### src/rtl/mips_pkg.sv
`default_nettype none
// +----------------------------------------------------------------------+
// | Module      : mips_pkg                                               |
// | Description : Shared ALU control codes and forward-select encodings  |
// |               for the MIPS pipeline (decoder and execute stage).     |
// | Revision    : 1.0 - initial release                                  |
// +----------------------------------------------------------------------+
package mips_pkg;

  // ALU control codes produced by the ALU-control decoder
  localparam logic [3:0] ALU_AND  = 4'b0000;
  localparam logic [3:0] ALU_OR   = 4'b0001;
  localparam logic [3:0] ALU_ADD  = 4'b0010;
  localparam logic [3:0] ALU_SLTU = 4'b0011;
  localparam logic [3:0] ALU_LUI  = 4'b0100;
  localparam logic [3:0] ALU_SUB  = 4'b0110;
  localparam logic [3:0] ALU_SLT  = 4'b0111;

  // Forward-select encodings; 2'b11 is unused and treated as register file
  localparam logic [1:0] FWD_REG = 2'b00;
  localparam logic [1:0] FWD_WB  = 2'b01;
  localparam logic [1:0] FWD_MEM = 2'b10;

endpackage
`default_nettype wire

### src/rtl/alu_core.sv
`default_nettype none
// +----------------------------------------------------------------------+
// | Module      : alu_core                                               |
// | Description : Combinational MIPS-I ALU: and/or/add/sub/slt/sltu/lui. |
// |               Unknown control codes yield a zero result.             |
// | Revision    : 1.0 - initial release                                  |
// +----------------------------------------------------------------------+
module alu_core
  import mips_pkg::*;
#(
  parameter int DW = 32
) (
  input  logic [DW-1:0] a,
  input  logic [DW-1:0] b,
  input  logic [3:0]    alu_ctr,
  output logic [DW-1:0] result,
  output logic          zero
);

  logic [DW-1:0] w_result;

  // Select the operation; arithmetic wraps, no overflow detection
  always_comb begin
    w_result = '0;
    case (alu_ctr)
      ALU_AND:  w_result = a & b;
      ALU_OR:   w_result = a | b;
      ALU_ADD:  w_result = a + b;
      ALU_SUB:  w_result = a - b;
      ALU_SLT:  w_result = {{(DW-1){1'b0}}, ($signed(a) < $signed(b))};
      ALU_SLTU: w_result = {{(DW-1){1'b0}}, (a < b)};
      ALU_LUI:  w_result = b << 16;
      default:  w_result = '0;
    endcase
  end

  assign result = w_result;
  assign zero   = (w_result == '0);

endmodule
`default_nettype wire

### src/rtl/ex_stage.sv
`default_nettype none
// +----------------------------------------------------------------------+
// | Module      : ex_stage                                               |
// | Description : MIPS execute stage: operand forwarding, ALU, and the   |
// |               EX/MEM pipeline register with stall/flush/bubble.      |
// | Revision    : 1.0 - initial release                                  |
// +----------------------------------------------------------------------+
module ex_stage
  import mips_pkg::*;
#(
  parameter int DW = 32,
  parameter int RW = 5
) (
  input  logic          clk,
  input  logic          rst_n,
  input  logic          stall,
  input  logic          flush,
  input  logic          in_valid,
  input  logic [3:0]    alu_ctr,
  input  logic [DW-1:0] rs_data,
  input  logic [DW-1:0] rt_data,
  input  logic [DW-1:0] imm32,
  input  logic          alu_src,
  input  logic [1:0]    fwd_a,
  input  logic [1:0]    fwd_b,
  input  logic [DW-1:0] wb_data,
  input  logic [RW-1:0] rd_in,
  input  logic          reg_write_in,
  input  logic          mem_read_in,
  input  logic          mem_write_in,
  input  logic          mem_to_reg_in,
  output logic          ex_valid,
  output logic [DW-1:0] ex_result,
  output logic          ex_zero,
  output logic [DW-1:0] ex_store_data,
  output logic [RW-1:0] ex_rd,
  output logic          ex_reg_write,
  output logic          ex_mem_read,
  output logic          ex_mem_write,
  output logic          ex_mem_to_reg
);

  logic [DW-1:0] w_op_a;
  logic [DW-1:0] w_fwd_b;
  logic [DW-1:0] w_op_b;
  logic [DW-1:0] w_alu_result;
  logic          w_alu_zero;
  logic          w_clear;

  logic          r_valid;
  logic [DW-1:0] r_result;
  logic          r_zero;
  logic [DW-1:0] r_store_data;
  logic [RW-1:0] r_rd;
  logic          r_reg_write;
  logic          r_mem_read;
  logic          r_mem_write;
  logic          r_mem_to_reg;

  // Forwarding muxes; EX/MEM source is our own registered result
  always_comb begin
    w_op_a = rs_data;
    case (fwd_a)
      FWD_WB:  w_op_a = wb_data;
      FWD_MEM: w_op_a = r_result;
      default: w_op_a = rs_data;
    endcase
    w_fwd_b = rt_data;
    case (fwd_b)
      FWD_WB:  w_fwd_b = wb_data;
      FWD_MEM: w_fwd_b = r_result;
      default: w_fwd_b = rt_data;
    endcase
    w_op_b = alu_src ? imm32 : w_fwd_b;
  end

  alu_core #(.DW(DW)) u_alu (
    .a       (w_op_a),
    .b       (w_op_b),
    .alu_ctr (alu_ctr),
    .result  (w_alu_result),
    .zero    (w_alu_zero)
  );

  // A bubble enters on flush (even when stalled) or on an empty un-stalled slot
  assign w_clear = flush | (~stall & ~in_valid);

  // EX/MEM pipeline register
  always_ff @(posedge clk or negedge rst_n) begin
    if (!rst_n) begin
      r_valid      <= 1'b0;
      r_result     <= '0;
      r_zero       <= 1'b0;
      r_store_data <= '0;
      r_rd         <= '0;
      r_reg_write  <= 1'b0;
      r_mem_read   <= 1'b0;
      r_mem_write  <= 1'b0;
      r_mem_to_reg <= 1'b0;
    end else if (w_clear) begin
      r_valid      <= 1'b0;
      r_result     <= '0;
      r_zero       <= 1'b0;
      r_store_data <= '0;
      r_rd         <= '0;
      r_reg_write  <= 1'b0;
      r_mem_read   <= 1'b0;
      r_mem_write  <= 1'b0;
      r_mem_to_reg <= 1'b0;
    end else if (!stall) begin
      r_valid      <= 1'b1;
      r_result     <= w_alu_result;
      r_zero       <= w_alu_zero;
      r_store_data <= w_fwd_b;
      r_rd         <= rd_in;
      r_reg_write  <= reg_write_in;
      r_mem_read   <= mem_read_in;
      r_mem_write  <= mem_write_in;
      r_mem_to_reg <= mem_to_reg_in;
    end
  end

  assign ex_valid      = r_valid;
  assign ex_result     = r_result;
  assign ex_zero       = r_zero;
  assign ex_store_data = r_store_data;
  assign ex_rd         = r_rd;
  assign ex_reg_write  = r_reg_write;
  assign ex_mem_read   = r_mem_read;
  assign ex_mem_write  = r_mem_write;
  assign ex_mem_to_reg = r_mem_to_reg;

endmodule
`default_nettype wire

### config.mk
export PLATFORM = sky130hd
export DESIGN_NAME = ex_stage
export DESIGN_NICKNAME = d
export VERILOG_FILES = /design/src/rtl/mips_pkg.sv /design/src/rtl/alu_core.sv /design/src/rtl/ex_stage.sv
export SDC_FILE = /design/constraint.sdc
export NUM_CORES = 1
export LEC_CHECK = 0
export BUFFER_PORTS_ARGS = -buffer_cell sky130_fd_sc_hd__buf_2
export CAP_MARGIN = 0
export CORE_MARGIN = 3
export CORE_UTILIZATION = 40
export DETAILED_ROUTE_END_ITERATION = 7
export SYNTH_ARGS = -nofsm -noshare
export SYNTH_HDL_FRONTEND = slang
export SYNTH_SLANG_ARGS = --single-unit
export TNS_END_PERCENT = 10
### constraint.sdc
create_clock -name clk -period 7.5 [get_ports clk]
set_input_delay 1.125 -clock clk [delete_from_list [all_inputs] [get_ports clk]]
set_output_delay 1.125 -clock clk [all_outputs]
set_load 0.1 [all_outputs]
Yosys cells after proc, flatten, opt, wreduce, memory -nomap -nowiden
Cells that the tools add are included.
Widths: inputs -> output; s select.

storage, ports and cells
  ROM bits = 0
  memories = 0
  register bits after elaboration = 75
  RAM bits = 0
  word-level logic and storage cells = 54
  input bits = 151
  latch bits = 0
  output and inout bits = 75

operators by class
  $mul = 0
  muxes and demuxes = 22
  $lt $le $gt $ge = 2
  equality and inequality tests = 11
  bitwise gates (word level) = 6
  divide/modulo/power cells = 0
  reductions and logical operators = 2
  shift-type cells = 0
  $add $sub $neg = 2

operator list
  operator            count
  $pmux 32 s7         1
  $mux 32             5
  $pmux 32 s2         2
  $lt 32x32->1        2
  $add 32x32->32      1
  $and 32x32->32      1
  $logic_not 32->1    1
  $or 32x32->32       1
  $sub 32x32->32      1
  $eq 4x3->1 const B  3
  $mux 1              12
  $mux 5              2
  $eq 4x2->1 const B  2
  $eq 2x1->1 const B  2
  $eq 2x2->1 const B  2
  $eq 4x1->1 const B  1
  $logic_not 4->1     1
  $ne 2x1->1 const B  1
  $not 1->1           2
  $and 1x1->1         1
  $or 1x1->1          1

Depth between registers and ports, before layout
Gate-level depths: netlist (run 1).

  word-level depth = 8
  gate-level depth with buffers = 22
  depth with buffers taken out = 19

Cells and area by module
From an unflattened synthesis (run 1), not the netlist that was laid out.

unflattened totals
  cell total of the unflattened synthesis = 1331
  area total of the unflattened synthesis = 10303.6 um2

modules (own cells, without submodules)
  module    area each (um2)  instances  cells an instance  seq. area each (um2)
  alu_core  5481.5           1          856                0.0
  ex_stage  4822.1           1          475                1876.8

Worst setup path after synthesis (run 1)
OpenSTA, ideal clock, no wires.

  path kind = in2reg
  start = input port fwd_b[0]
  end = register r_zero, in the netlist ex_zero
  path slack = 1582 ps
  stages = 21
  buffers on the path = 4
  setup time = 92 ps
  required time = 7408 ps
  arrival = 5826 ps
  path through = inv_1 > ha_1 > clkbuf_1 > clkbuf_1 > clkbuf_1 > clkbuf_1 > a221o_1 > o21ai_0 > o21ai_0 > inv_1 > ha_1 > or3b_2 > a311o_1 > nand2_1 > nor2_1 > a211oi_1 > nand2_1 > a2111o_1 > or4_1 > or4_1 > o31ai_2

between the ends
  word-level cells in the longest chain between the ends = 8
  elaborated cells between the ends (all ways) = 14
  those cells by class = add/sub: 2; order compare: 2; eq/ne: 2; mux: 5; bitwise: 2; reduce/logical: 1

RTL lines
  element                                       RTL line         text
  from (decl)                                   ex_stage.sv:25   input logic [1:0] fwd_b,
  $eq 2x2->1 or $eq 2x1->1 (tied branches)      ex_stage.sv:69   case (fwd_b)
  $pmux 32 s2 *                                 ex_stage.sv:69
  $mux 32 *                                     ex_stage.sv:74   w_op_b = alu_src ? imm32 : w_fwd_b;
  $sub 32x32->32, or another cell as far along  alu_core.sv:29   ALU_SUB: w_result = a - b;
  $pmux 32 s7 *                                 alu_core.sv:25   case (alu_ctr)
  $logic_not 32->1 *                            alu_core.sv:38   assign zero = (w_result == '0);
  $mux 1 *                                      ex_stage.sv:110  end else if (!stall) begin
  $mux 1 *                                      ex_stage.sv:100  end else if (w_clear) begin
  to (signal assigned)                          ex_stage.sv:113  r_zero <= w_alu_zero;
  to (decl)                                     ex_stage.sv:52   logic r_zero;

Every way passes the cells marked *; elsewhere a longest branch is shown, timed or not. The select of a mux whose other input is x is not followed.
A chain may end at the register's enable or synchronous reset.

Final worst setup path (run 1)
Same ends and word-level chain as after synthesis.

==> run summary, run 1 <==
Initial core utilization: 0.4080
# H-tree levels: 3
Global-route wire length before repair: 64720 µm
Total negative slack: 0 ns
Clock transition at the register clock pins on the worst setup and hold paths after CTS: 0.07 ns
Number of max-cap violations: 0
Most used standard cell by instance count after synthesis: sky130_fd_sc_hd__o21ai_0
Area of the die: 26810 µm²
Worst path cell trace: buf_2, inv_1, ha_1, inv_1, buf_4, o21ai_0, o21ai_0, ha_1, nand2_1, or4_1, a211o_1, a2111oi_2, o21ai_1, a21o_1, a22oi_1, nand2_1, nand4b_1, or4_1, o31ai_2
Post-layout util: 0.4819
DRT Wirelength: 44430 µm
Number of antenna violations at the first check in global routing: 1
Ratio of cells with drive above 1 in the final layout: 0.2001
Syn_area_per_cell: 7.387 µm²
CTS Root Cell: sky130_fd_sc_hd__clkbuf_16
Last weighted congestion value of the routability-driven placer: 0.9654
Commonest cells post-synth: sky130_fd_sc_hd__o21ai_0 (160), sky130_fd_sc_hd__nand2_1 (152), sky130_fd_sc_hd__inv_1 (127), sky130_fd_sc_hd__ha_1 (109), sky130_fd_sc_hd__a21oi_1 (82)
Count of flip-flops with a built-in enable after synthesis: 0
Cell Area, Synth: 9951 µm²
Data arrival at the endpoint of the critical path: 7.02 ns
Overall power of the completed layout: 2.163 mW
Max-slew violations: 0
Number of setup buffers added after CTS: 0
Async S/R FF share, synth: 1.000
Worst clock skew on the final layout: 0.008350 ns
Worst hold path type: reg -> reg
Area of the core region: 24390 µm²
Number of primary I/O pins: 226
Headroom to the max-slew limit: 0.1468
Xor and xnor fraction of the mapped netlist area: 0.008802
Largest family of logic cells by synthesized area: compound AO/OA/AOI/OAI gates
Crit end category: flip-flop
FP Rows: 57
Delay contributed by the slowest stage of the critical path: 0.94 ns
Floorplan die height: 163.7 µm
Number of non-filler instances in the completed layout: 1849
IO buf count: 225
Gate count of the mapped netlist: 1347
Area fraction of the dominant cell type after synthesis: 0.1886
Master of the slowest instance on the critical path: sky130_fd_sc_hd__o21ai_0
Clock tree from TritonCTS: built
CP required: 7.75 ns
TritonCTS buffer count: 9
Number of buffers on the longest clock path: 2
Post-detailed-route count of antenna-violating nets: 0
F_max: 147.8 MHz
Leading area contributor after synthesis: sky130_fd_sc_hd__dfrtp_1
Yosys reg bits: 75
Clock period minus worst slack: 6.764 ns
Final cycle utilization of the critical path: 0.9019
Synth area leaders: sky130_fd_sc_hd__dfrtp_1 (19%), sky130_fd_sc_hd__ha_1 (14%), sky130_fd_sc_hd__o21ai_0 (8.0%)
RSZ-0062 raised after global routing: false
Synth Area in Compound Gates: 0.3731
Static power due to leakage: 5.725 nW
Via density per instance: 6.184
Drt pass-1 iters: 6
Total of warnings raised by yosys: 0
Primary flip-flop cell chosen by synthesis mapping: sky130_fd_sc_hd__dfrtp_1
Post-CTS Hold Fix Bufs: 0
Cell Pwr Density: 184.0 nW/µm²
Clk Latency, worst-skew pair: 0.34 ns
Sequential fraction of the synthesis area: 0.1886
Simple-gate portion of the synthesized area: 0.1725
Top fanout value on the critical path: 22
Max rail drop VDD: 0.1096 mV
Area Growth Syn to Fin: 18.12%
Share of synthesized cell area in full adder, half adder and majority cells: 0.1411
Nature of the critical path startpoint: primary input
Post-synthesis net count: 1609
Maximum number of pins on one net before global-route repair: 76
Via count of the first global-routing pass: 10400
Inst Count DP: 1832
Measured slew at the worst slew-check pin: 1.266 ns
Vias after detailed routing: 11440
Outcome: finished, final reports clean
Kind of critical path: in -> reg
Share of cell area taken by muxes after synthesis: 0.03043
Endpoints failing setup: 0
Total grt overflow: 0
Final routed DRC violation total: 0
Overall routing resource usage: 0.3171
# nets final: 1781
Total number of clock tree sinks: 75
Synth cell types: 81
Number of endpoints with negative hold slack in the final report: 0
Sum of net half-perimeters after detailed placement: 35510 µm
Overall die width: 163.7 µm
Count of instances resized after the clock tree is built: 0
WL per Instance: 24.03 µm
Detailed Route Iter0 Violations: 1613
critical path, delay by kind of cell:
family	cells	cell delay [ns]
fa+ha+maj	2	0.95
buf+inv	4	0.71
compound gates	8	2.87
simple gates	5	1.35
routing by layer:
metal | track usage | up-vias | wire length, µm
met5 | 0 | - | 0
met4 | 0.07612 | 0 | 1010
met3 | 0.07137 | 63 | 4867
met2 | 0.4742 | 674 | 18820
met1 | 0.4623 | 5398 | 19720
li1 | - | 5300 | -
cell families after synthesis:
| logic type | after synthesis |
|---|---|
| flops | 75 |
| compound gates | 539 |
| fa+ha+maj | 111 |
| simple gates | 360 |
| mux | 30 |
| xor+xnor | 10 |
| buf+inv | 222 |
report_power, final:
part | switching (mW) | internal, mW
Clock | 0.187 | 0.362
Combinational | 0.811 | 0.365
Sequential | 0.0161 | 0.421
final cells by class:
class,count,area (µm²)
clock buffer,9,225.2
sequential,75,1877
antenna,1,2.502
multi-input combinational,1050,7259
clock inverter,7,146.4
inverter,127,476.7
fill,2553,12640
timing repair buffer,256,1361
tap,324,405.4
final timing paths:
path,cells past startpoint,end,slack (ns),start
min in group asynchronous,1,ex_store_data[24],0.94,rst_n
hold / removal,2,ex_store_data[24],0.48,ex_store_data[24]
setup / recovery,19,ex_zero,0.74,fwd_b[0]
hold reg to reg,2,ex_store_data[24],0.48,ex_store_data[24]
max in group asynchronous,1,ex_result[8],5.88,rst_n
setup reg to reg,15,ex_zero,1.98,ex_result[5]
stage by stage:
step | hold slack (ns) | area, µm² | setup WS, ns
after floorplan | 0.8294 | 9951 | 1.582
after global placement | 0.4578 | 11380 | 0.4373
after detailed placement | 0.4706 | 11380 | 0.5177
after CTS | 0.4845 | 11750 | 0.8558
after global routing | 0.4995 | 11750 | 0.3407
final | 0.4764 | 11750 | 0.7359
layout by cell type, fill, tap and decap left out, types with 13 or more instances in the layout:
| master | synthesis | layout |
|---|---|---|
| sky130_fd_sc_hd__ha_1 | 109 | 108 |
| sky130_fd_sc_hd__o21ai_0 | 160 | 158 |
| sky130_fd_sc_hd__o211ai_1 | 19 | 19 |
| sky130_fd_sc_hd__nand3_1 | 15 | 15 |
| sky130_fd_sc_hd__a31oi_1 | 13 | 13 |
| sky130_fd_sc_hd__a21oi_1 | 82 | 82 |
| sky130_fd_sc_hd__nand2b_1 | 15 | 15 |
| sky130_fd_sc_hd__a221o_1 | 32 | 32 |
| sky130_fd_sc_hd__inv_1 | 127 | 127 |
| sky130_fd_sc_hd__o21a_1 | 20 | 20 |
| sky130_fd_sc_hd__a22oi_1 | 43 | 43 |
| sky130_fd_sc_hd__nor2_1 | 69 | 68 |
| sky130_fd_sc_hd__buf_2 | 8 | 224 |
| sky130_fd_sc_hd__nor3_1 | 24 | 23 |
| sky130_fd_sc_hd__buf_4 | 2 | 32 |
| sky130_fd_sc_hd__nor2b_1 | 17 | 16 |
| sky130_fd_sc_hd__a21o_1 | 13 | 13 |
| sky130_fd_sc_hd__a22o_1 | 33 | 33 |
| sky130_fd_sc_hd__nand2_1 | 152 | 152 |
| sky130_fd_sc_hd__a211oi_1 | 20 | 20 |
| sky130_fd_sc_hd__dfrtp_1 | 75 | 75 |
| sky130_fd_sc_hd__mux2i_1 | 28 | 28 |
No activity file was read; power rests on OpenSTA's default activity.
==> run 2: changes to the inputs <==
- BUFFER_PORTS_ARGS: -buffer_cell sky130_fd_sc_hd__buf_2 -> unset
- DONT_BUFFER_PORTS: unset -> 1
==> run 2 against run 1 <==
Combinational power decreased by 19%. Design area decreased by 10%. Global-route usage decreased by 1.6 points. Maximum frequency increased by 0.39%. Register-to-register slack got worse by 0.60 ns. Die area unchanged. Via count decreased by 7.1%. Flip-flop and latch count unchanged. Critical endpoint unchanged. Final cell count decreased by 12%. Routed wire length decreased by 4.4%.
==> run summary, run 2 (synthesized netlist as in run 1, its figures left out) <==
Outcome: finished, final reports clean (unchanged)
Register area: 1877 µm² (unchanged)
FP Rows: 57 (unchanged)
Total number of clock tree sinks: 75 (unchanged)
# H-tree levels: 3 (unchanged)
FF-to-FF setup slack: 1.38 ns (was 1.98 ns)
Clock transition at the register clock pins on the worst setup and hold paths after CTS: 0.07 ns (about the same)
Crit end category: flip-flop (unchanged)
TritonCTS buffer count: 9 (unchanged)
Cell Pwr Density: 185.3 nW/µm² (was 184.0 nW/µm²)
Final cycle utilization of the critical path: 0.8984 (was 0.9019)
WL per Instance: 26.12 µm (was 24.03 µm)
Area Growth Syn to Fin: 6.249% (was 18.12%)
Data arrival at the endpoint of the critical path: 6.99 ns (was 7.02 ns)
CP required: 7.75 ns (about the same)
Kind of critical path: in -> reg (unchanged)
Drt pass-1 iters: 6 (unchanged)
Total grt overflow: 0 (unchanged)
CTS Root Cell: sky130_fd_sc_hd__clkbuf_16 (unchanged)
Floorplan die height: 163.7 µm (unchanged)
# nets final: 1558 (was 1781)
Last weighted congestion value of the routability-driven placer: 0.9960 (was 0.9654)
Most frequent cells in the layout: sky130_fd_sc_hd__o21ai_0 (160), sky130_fd_sc_hd__nand2_1 (152), sky130_fd_sc_hd__inv_1 (127), sky130_fd_sc_hd__ha_1 (108), sky130_fd_sc_hd__a21oi_1 (82) (was sky130_fd_sc_hd__buf_2 (224), sky130_fd_sc_hd__o21ai_0 (158), sky130_fd_sc_hd__nand2_1 (152), sky130_fd_sc_hd__inv_1 (127), sky130_fd_sc_hd__ha_1 (108))
F_max: 148.4 MHz (was 147.8 MHz)
Global-route wire length before repair: 61840 µm (was 64720 µm)
Power share of the sequential group: 0.284 (was 0.202)
Worst clock skew on the final layout: 0.008588 ns (was 0.008350 ns)
Ratio of cells with drive above 1 in the final layout: 0.06303 (was 0.2001)
Number of primary I/O pins: 226 (unchanged)
Number of buffers on the longest clock path: 2 (unchanged)
Clk Latency, worst-skew pair: 0.34 ns (about the same)
Number of antenna violations at the first check in global routing: 1 (unchanged)
Initial core utilization: 0.4080 (unchanged)
Number of max-cap violations: 0 (unchanged)
Overall routing resource usage: 0.3012 (was 0.3171)
Final routed DRC violation total: 0 (unchanged)
Number of endpoints with negative hold slack in the final report: 0 (unchanged)
Top fanout value on the critical path: 18 (was 22)
Overall die width: 163.7 µm (unchanged)
Post-CTS Hold Fix Bufs: 0 (unchanged)
Vias after detailed routing: 10620 (was 11440)
Total negative slack: 0 ns (unchanged)
Combined area of the multi-input logic cells: 7262 µm² (was 7259 µm²)
Area of the core region: 24390 µm² (unchanged)
Count of instances resized after the clock tree is built: 0 (unchanged)
P_sw: 0.9576 mW (was 1.014 mW)
DRT Wirelength: 42460 µm (was 44430 µm)
Detailed Route Iter0 Violations: 1296 (was 1613)
Proportion of power drawn by combinational gates: 0.489 (was 0.544)
Clk pwr share: 0.227 (was 0.254)
Nature of the critical path startpoint: primary input (unchanged)
Max rail drop VDD: 0.1456 mV (was 0.1096 mV)
Clock period minus worst slack: 6.738 ns (was 6.764 ns)
RSZ-0062 raised after global routing: false (unchanged)
Filler instances: 2491 (was 2553)
Measured slew at the worst slew-check pin: 1.115 ns (was 1.266 ns)
Static power due to leakage: 4.707 nW (was 5.725 nW)
Headroom to the max-slew limit: 0.2488 (was 0.1468)
Max-slew violations: 0 (unchanged)
IO buf count: 0 (was 225)
Share of total power consumed by net switching: 0.4888 (was 0.4689)
Clock tree from TritonCTS: built (unchanged)
Post-layout util: 0.4335 (was 0.4819)
Via count of the first global-routing pass: 9826 (was 10400)
Area of the die: 26810 µm² (unchanged)
Worst hold path type: in -> async (was reg -> reg)
Number of setup buffers added after CTS: 0 (unchanged)
Cell Int Power: 1.002 mW (was 1.149 mW)
Maximum number of pins on one net before global-route repair: 76 (unchanged)
Endpoints failing setup: 0 (unchanged)
Most frequent standard cell in the layout excluding fill and tap cells: sky130_fd_sc_hd__o21ai_0 (was sky130_fd_sc_hd__buf_2)
Post-detailed-route count of antenna-violating nets: 0 (unchanged)
Sum of net half-perimeters after detailed placement: 33540 µm (was 35510 µm)
Via density per instance: 6.530 (was 6.184)
[run 2: path summary, 6_finish.rpt]
path / start / endpoint / cells past startpoint
min reg2reg: ex_result[23] / ex_result[23] / 3
min in group clk: ex_result[23] / ex_result[23] / 3
max in group asynchronous: rst_n / ex_result[2] / 0
max: fwd_b[0] / ex_zero / 18
max reg2reg: ex_result[12] / ex_zero / 15
min: rst_n / ex_store_data[24] / 0
[run 2: worst max-delay path, stage by stage]
cell and delay [ns]:
sky130_fd_sc_hd__inv_1 0.02, sky130_fd_sc_hd__ha_1 0.43, sky130_fd_sc_hd__inv_1 0.34, sky130_fd_sc_hd__buf_4 0.30
sky130_fd_sc_hd__o21ai_0 0.13, sky130_fd_sc_hd__o21ai_0 0.87, sky130_fd_sc_hd__ha_1 0.60, sky130_fd_sc_hd__nand3b_4 0.16
sky130_fd_sc_hd__or4_1 0.54, sky130_fd_sc_hd__a211o_1 0.32, sky130_fd_sc_hd__a2111oi_2 0.53, sky130_fd_sc_hd__o21ai_1 0.19
sky130_fd_sc_hd__a21o_1 0.19, sky130_fd_sc_hd__a22oi_1 0.32, sky130_fd_sc_hd__nand2_1 0.08, sky130_fd_sc_hd__nand4b_1 0.16
sky130_fd_sc_hd__or4_1 0.49, sky130_fd_sc_hd__o31ai_2 0.18
[run 2: stage by stage]
step           power [mW]  instances  hold WS (ns)  area (µm²)  setup WS (ns)
2_1_floorplan       1.234       1347        0.8294        9951          1.582
3_3_place_gp        1.488       1609        0.7882       10270         0.4807
3_5_place_dp        1.489       1609        0.7960       10270         0.4794
4_1_cts             1.933       1625        0.4655       10570         0.8262
5_1_grt             2.058       1626        0.4657       10570         0.5290
6_report            1.959       1626        0.4673       10570         0.7622
[run 2: power by group through the flow]
stage          Clock (mW)  Combinational (mW)  Sequential (mW)
6_report            0.444               0.959            0.556
4_1_cts             0.446               0.931            0.556
5_1_grt             0.459                1.04            0.558
2_1_floorplan           0               0.670            0.564
3_5_place_dp            0               0.926            0.564
3_3_place_gp            0               0.924            0.564
[run 2: layer usage]
metal	global-route usage	share of wire
met4	0.1180	0.039
met3	0.06709	0.11
met5	0	0
met1	0.4149	0.42
met2	0.4572	0.43
[run 2: cell type report]
cell class | count | area share
antenna | 1 | 0.0002367
timing repair buffer | 33 | 0.02343
inverter | 127 | 0.04509
clock buffer | 9 | 0.02130
tap | 324 | 0.03834
clock inverter | 7 | 0.007219
multi-input combinational | 1050 | 0.6869
sequential | 75 | 0.1775
